$ cat config.mk
export PLATFORM = sky130hd
export DESIGN_NAME = fetch_unit_flat
export DESIGN_NICKNAME = d
export VERILOG_FILES = /design/src/rtl/dmips_pkg.sv /design/src/rtl/fetch_unit_if.sv /design/src/rtl/fetch_next_pc.sv /design/src/rtl/fetch_unit.sv /design/src/flat_wrapper.sv
export SDC_FILE = /design/constraint.sdc
export NUM_CORES = 1
export LEC_CHECK = 0
export CORE_UTILIZATION = 45
export DETAILED_ROUTE_END_ITERATION = 8
export PLACE_DENSITY = 0.72
export SETUP_SLACK_MARGIN = 0.3
export SYNTH_ARGS = -nofsm -noshare
export SYNTH_HDL_FRONTEND = slang
export SYNTH_SLANG_ARGS = --single-unit
$ cat constraint.sdc
create_clock -name clk -period 4.4 [get_ports clk]
set_clock_uncertainty 0.15 [all_clocks]
set_input_delay 1.32 -clock clk [delete_from_list [all_inputs] [get_ports clk]]
set_output_delay 1.32 -clock clk [all_outputs]
set_load 0.01 [all_outputs]
$ cat src/rtl/dmips_pkg.sv
// Shared definitions for the fetch stage: reset constants, FSM encoding and
// instruction field positions used by fetch and decode.
package dmips_pkg;

    localparam logic [31:0] DEFAULT_RESET_PC = 32'h0000_0000;
    localparam logic [31:0] DEFAULT_NOP      = 32'h0000_0000;

    // Instruction field ranges
    localparam int OP_MSB     = 31;
    localparam int OP_LSB     = 26;
    localparam int FUNCT_MSB  = 5;
    localparam int FUNCT_LSB  = 0;
    localparam int IMM_MSB    = 15;
    localparam int IMM_LSB    = 0;
    localparam int TARGET_MSB = 25;
    localparam int TARGET_LSB = 0;

    typedef enum logic [1:0] {
        ST_IDLE  = 2'd0,
        ST_REQ   = 2'd1,
        ST_VALID = 2'd2
    } fetch_state_e;

    // Sign-extended, word-scaled branch offset taken from the immediate field
    function automatic logic [31:0] branch_offset(input logic [31:0] instr);
        return {{14{instr[IMM_MSB]}}, instr[IMM_MSB:IMM_LSB], 2'b00};
    endfunction

endpackage

$ cat src/rtl/fetch_unit_if.sv
// Instruction-memory request bus: fetch unit is master, imem is slave.
interface fetch_unit_if;
    logic        imem_req;
    logic [31:0] imem_addr;
    logic        imem_ready;
    logic [31:0] imem_rdata;

    modport master (
        output imem_req,
        output imem_addr,
        input  imem_ready,
        input  imem_rdata
    );

    modport slave (
        input  imem_req,
        input  imem_addr,
        output imem_ready,
        output imem_rdata
    );
endinterface

$ cat src/rtl/fetch_next_pc.sv
// Combinational next-PC select: jump > branch > sequential.
module fetch_next_pc
    import dmips_pkg::*;
(
    input  logic [31:0] pc_plus4,
    input  logic [31:0] instr,
    input  logic        branch_taken,
    input  logic        jump,
    output logic [31:0] next_pc
);

    logic [31:0] jump_target;
    logic [31:0] branch_target;
    logic        unused_op_bits;

    // The opcode bits play no part in target computation
    assign unused_op_bits = ^instr[OP_MSB:OP_LSB];

    assign jump_target   = {pc_plus4[31:28], instr[TARGET_MSB:TARGET_LSB], 2'b00};
    // Plain 32-bit add: wraps silently past 0xFFFF_FFFC
    assign branch_target = pc_plus4 + branch_offset(instr);

    // Priority select of the next fetch address
    always_comb begin
        next_pc = pc_plus4;
        if (jump) begin
            next_pc = jump_target;
        end else if (branch_taken) begin
            next_pc = branch_target;
        end
    end

endmodule

$ cat src/rtl/fetch_unit.sv
// Instruction fetch stage: PC and instruction register, a three-state
// request FSM towards imem and the next-PC selection on accept.
module fetch_unit
    import dmips_pkg::*;
#(
    parameter logic [31:0] RESET_PC = DEFAULT_RESET_PC,
    parameter logic [31:0] NOP      = DEFAULT_NOP
) (
    input  logic                clk,
    input  logic                reset,
    fetch_unit_if.master        imem,
    output logic [31:0]         instr,
    output logic                instr_valid,
    output logic [31:0]         pc_plus4,
    input  logic                instr_accept,
    input  logic                branch_taken,
    input  logic                jump
);

    fetch_state_e state_q, state_d;
    logic [31:0]  pc_q, pc_d;
    logic [31:0]  instr_q, instr_d;
    logic [31:0]  pc_plus4_q, pc_plus4_d;
    logic [31:0]  next_pc;
    logic         req;

    fetch_next_pc u_next_pc (
        .pc_plus4     (pc_plus4_q),
        .instr        (instr_q),
        .branch_taken (branch_taken),
        .jump         (jump),
        .next_pc      (next_pc)
    );

    // State and datapath registers; reset discards any held instruction
    always_ff @(posedge clk or posedge reset) begin
        if (reset) begin
            state_q    <= ST_IDLE;
            pc_q       <= RESET_PC;
            instr_q    <= NOP;
            pc_plus4_q <= RESET_PC + 32'd4;
        end else begin
            state_q    <= state_d;
            pc_q       <= pc_d;
            instr_q    <= instr_d;
            pc_plus4_q <= pc_plus4_d;
        end
    end

    // Next-state logic: request until ready, then hold until accepted
    always_comb begin
        state_d     = state_q;
        pc_d        = pc_q;
        instr_d     = instr_q;
        pc_plus4_d  = pc_plus4_q;
        req         = 1'b0;
        instr_valid = 1'b0;
        case (state_q)
            ST_IDLE: begin
                state_d = ST_REQ;
            end
            ST_REQ: begin
                req = 1'b1;
                if (imem.imem_ready) begin
                    instr_d    = imem.imem_rdata;
                    pc_plus4_d = pc_q + 32'd4;
                    state_d    = ST_VALID;
                end
            end
            ST_VALID: begin
                instr_valid = 1'b1;
                if (instr_accept) begin
                    pc_d    = next_pc;
                    state_d = ST_REQ;
                end
            end
            default: begin
                state_d = ST_IDLE;
            end
        endcase
    end

    assign imem.imem_req  = req;
    assign imem.imem_addr = pc_q;
    // Present NOP whenever nothing valid is held
    assign instr          = instr_valid ? instr_q : NOP;
    assign pc_plus4       = pc_plus4_q;

endmodule

$ cat src/flat_wrapper.sv
// flat-port wrapper written by rule: the top's interface ports become plain ports
module fetch_unit_flat import dmips_pkg::*;
#(
    parameter logic [31:0] RESET_PC = DEFAULT_RESET_PC,
    parameter logic [31:0] NOP      = DEFAULT_NOP
)
  (clk, reset, instr, instr_valid, pc_plus4, instr_accept, branch_taken, jump, imem_imem_req, imem_imem_addr, imem_imem_ready, imem_imem_rdata);
  fetch_unit_if imem_i ();
  input  logic clk;
  input  logic reset;
  output logic [31:0] instr;
  output logic instr_valid;
  output logic [31:0] pc_plus4;
  input  logic instr_accept;
  input  logic branch_taken;
  input  logic jump;
  output wire logic [$bits(imem_i.imem_req)-1:0] imem_imem_req;
  output wire logic [$bits(imem_i.imem_addr)-1:0] imem_imem_addr;
  input wire logic [$bits(imem_i.imem_ready)-1:0] imem_imem_ready;
  input wire logic [$bits(imem_i.imem_rdata)-1:0] imem_imem_rdata;
  assign imem_imem_req = imem_i.imem_req;
  assign imem_imem_addr = imem_i.imem_addr;
  assign imem_i.imem_ready = imem_imem_ready;
  assign imem_i.imem_rdata = imem_imem_rdata;
  fetch_unit #(.RESET_PC(RESET_PC), .NOP(NOP)) u_core (.clk(clk), .reset(reset), .imem(imem_i), .instr(instr), .instr_valid(instr_valid), .pc_plus4(pc_plus4), .instr_accept(instr_accept), .branch_taken(branch_taken), .jump(jump));
endmodule
==> reports/metrics.yaml <==
run_status:
  status: "finished, final reports clean"
route:
  wl_per_cell_um: 17.7
  ant_nets: 0
  num_vias: 5648
  drc_errors: 0
  vias_per_cell: 5.66
  dr.pass1.iters: 7
  drt_iter0_drc: 271
  totalWireLength_um: 17600
pwr:
  leakagePower_nw: 3.46
  finalPower_w: 0.00645
  vdd_drop_max_uv: 308
  p_per_area_nw_per_um2: 793
hold_path:
  whs_path_depth: 1
  hp-class: "reg -> reg"
die:
  fp.dieW_um: 120
  start_util_pct: 46.8
  io_pins: 136
  rows: 42
  design.core.area_um2: 13500
  die-area_um2: 14500
  die_h_um: 120
worst_setup_path:
  cp.depth: 4
  cp-end-kind: "primary output"
  cp.buffers_inverters: 2
  arrival_ps: 2190
  crit_path_cell_trace: "nor2b_2 -> buf_4 -> and2_1 -> clkdlybuf4s50_1"
  worstSetupPathType: "reg -> out"
  worstSetupStartpointType: "register"
  cpPeakStageDelay_ps: 540
  critPathMaxFanout: 23
  reg2regPathDepth: 11
  path_delay_family: "buffers and inverters"
  required_ps: 2930
  cp_slowest_cell: "clkdlybuf4s50_1"
synthesis:
  synth_area_per_cell_um2: 9.09
  synthTopCellsByArea: "dfrtp_1 39%, mux2_2 6.3%, ha_1 6.0%"
  synth_fp_nets: 761
  yosysUniqueCellTypes: 61
  synth.cell_area_um2: 6290
  syn_inst: 692
  synth_top_area_share_pct: 38.6
  synth_edf_count: 0
  synth_top_area_cell: "dfrtp_1"
  yosysMostFrequentCell: "dfrtp_1"
  ys.flop_type: "dfrtp_1"
  ys_seq_area_share_pct: 39.0
  yosys_warnings: 0
  synthArstFlopShare_pct: 100
  synth_seq_cells: 98
  ys_top_cells_by_count: "97 x dfrtp_1, 83 x nand2_1, 66 x o21ai_0"
layout:
  syn2layout_area_growth_pct: 29.3
  nets: 885
  post-route-util_pct: 60.5
  drive_gt1_share_pct: 9.50
  antenna-diode-count: 0
  fill_cells: 1195
clocking:
  postCtsSetupBuffers: 0
  cts_resized: 0
  cts-root-buf: "clkbuf_16"
  path_clk_slew_ps: 70
  h-tree-depth: 3
  cts_buffer_depth: 2
  numCtsBuffers: 9
  cts_tree: "built"
  worst_skew_pair.late_latency_ps: 350
  clock-sinks: 98
  hold_buffers: 0
place:
  io_buffer_count: 135
  gp_congestion: 0.929
  pre_cts_slack_ps: 1100
  dp_hpwl_um: 13300
timing:
  setup_ws_ps: 736
  max_freq_mhz: 273
  rsz0062_at_grt: "false"
  max-slew-margin-rel_pct: 48.6
  setup_viol_count_final: 0
  setup_tns_ps: 0
  final_max_slew_viol_count: 0
  finalHoldViolCount: 0
  period_needed_ps: 3660
  min_period_over_period_pct: 83.3
  worst_pin_slew_ps: 769
  holdWs_ps: 349
global_routing:
  met1_usage_pct: 35.7
  grt_pass1_wl_um: 28300
  top_usage_layer: "met2"
  antenna_found_initial: 0
  use_met2_pct: 38.9
  gr-usage-all-layers_pct: 25.0
  gr-total-overflow: 0
  grt_max_degree: 95
  grt_pass1_vias: 5429
  grt_use_met3_pct: 4.25
flow_run:
  maxCapViolCount: 0
==> final timing paths <==
kind                                                  end  slack (ps)               from
max in group asynchronous              u_core.pc_plus4[2]        2040              reset
worst min-delay path                    u_core.state_q[0]         350  u_core.state_q[1]
min in group asynchronous              u_core.instr_q[23]        1230              reset
worst min register to register          u_core.state_q[0]         350  u_core.state_q[1]
worst max-delay path                             instr[5]         740  u_core.state_q[0]
worst max register to register  u_core.imem.imem_addr[28]        1080  u_core.instr_q[0]
==> area by class of cell <==
class / count / area, µm² / share of cell area, %
multi-input cells: 548 / 3670 / 45.1
inverters: 12 / 47.5 / 0.585
repair buffers: 147 / 1450 / 17.9
well taps: 176 / 220 / 2.71
flip-flops and latches: 98 / 2450 / 30.2
clock inverters: 5 / 38.8 / 0.477
clock buffers: 11 / 253 / 3.11
==> metrics by stage <==
step,cells,instance area (µm²)
6_report,997,8130
5_1_grt,997,8130
3_5_place_dp,981,7840
2_1_floorplan,692,6290
4_1_cts,997,8130
3_3_place_gp,981,7840
==> worst register-to-register path, cell delays in order, from the launching register on <==
cell and delay [ps]:
dfrtp_1 410, ha_1 240, fa_1 420, a21oi_1 200, o21ai_1 160, o21ai_1 240
o21bai_1 180, o31ai_2 290, a41oi_1 230, a311oi_1 350, mux2i_1 240, nand3_1 90
==> flip-flops by register name, indices dropped and copies added, names as in the netlist <==
register	flops
u_core.pc_plus4	32
u_core.instr_q	32
u_core.state_q	2
u_core.imem.imem_addr	32
==> logic make-up (layout without fill, tap and decap cells) <==
logic type	Yosys count	after routing	share of synthesized area, %
XOR/XNOR	49	49	6.82
buffers and inverters	46	175	2.76
flip-flops	98	98	39.0
AND/OR/NAND/NOR	240	240	18.5
AO/OA/AOI/OAI	182	182	18.6
adder cells (fa/ha/maj)	31	31	6.28
multiplexers	46	46	8.01
==> power by group <==
| group | switching [W] | internal, W | leakage (nW) |
|---|---|---|---|
| registers | 0.000570 | 0.00132 | 1.21 |
| clock network | 0.000359 | 0.000416 | 0.142 |
| logic | 0.00192 | 0.00187 | 2.11 |
| total | 0.00285 | 0.00360 | 3.46 |
==> per-layer routing <==
| metal | vias up | part of all wire, % |
|---|---|---|
| met3 | 18 | 6.7 |
| met2 | 186 | 45 |
| met4 | 0 | 1.4 |
| met1 | 2726 | 46 |
| li1 | 2718 | - |
| met5 | - | 0 |
==> placed cells by master (no fill, tap or decap), drive strengths merged, types with 12 or more instances in the layout <==
cell type        n
o21ai           74
xnor2           25
nor2b           14
buf             12
xor2            24
a21oi           37
nand3           25
a21o            14
mux2            35
nand2           84
nor2            39
ha              30
and2            35
dfrtp           97
and3            21
inv             12
clkdlybuf4s50  135
No activity file was read; power rests on OpenSTA's default activity.
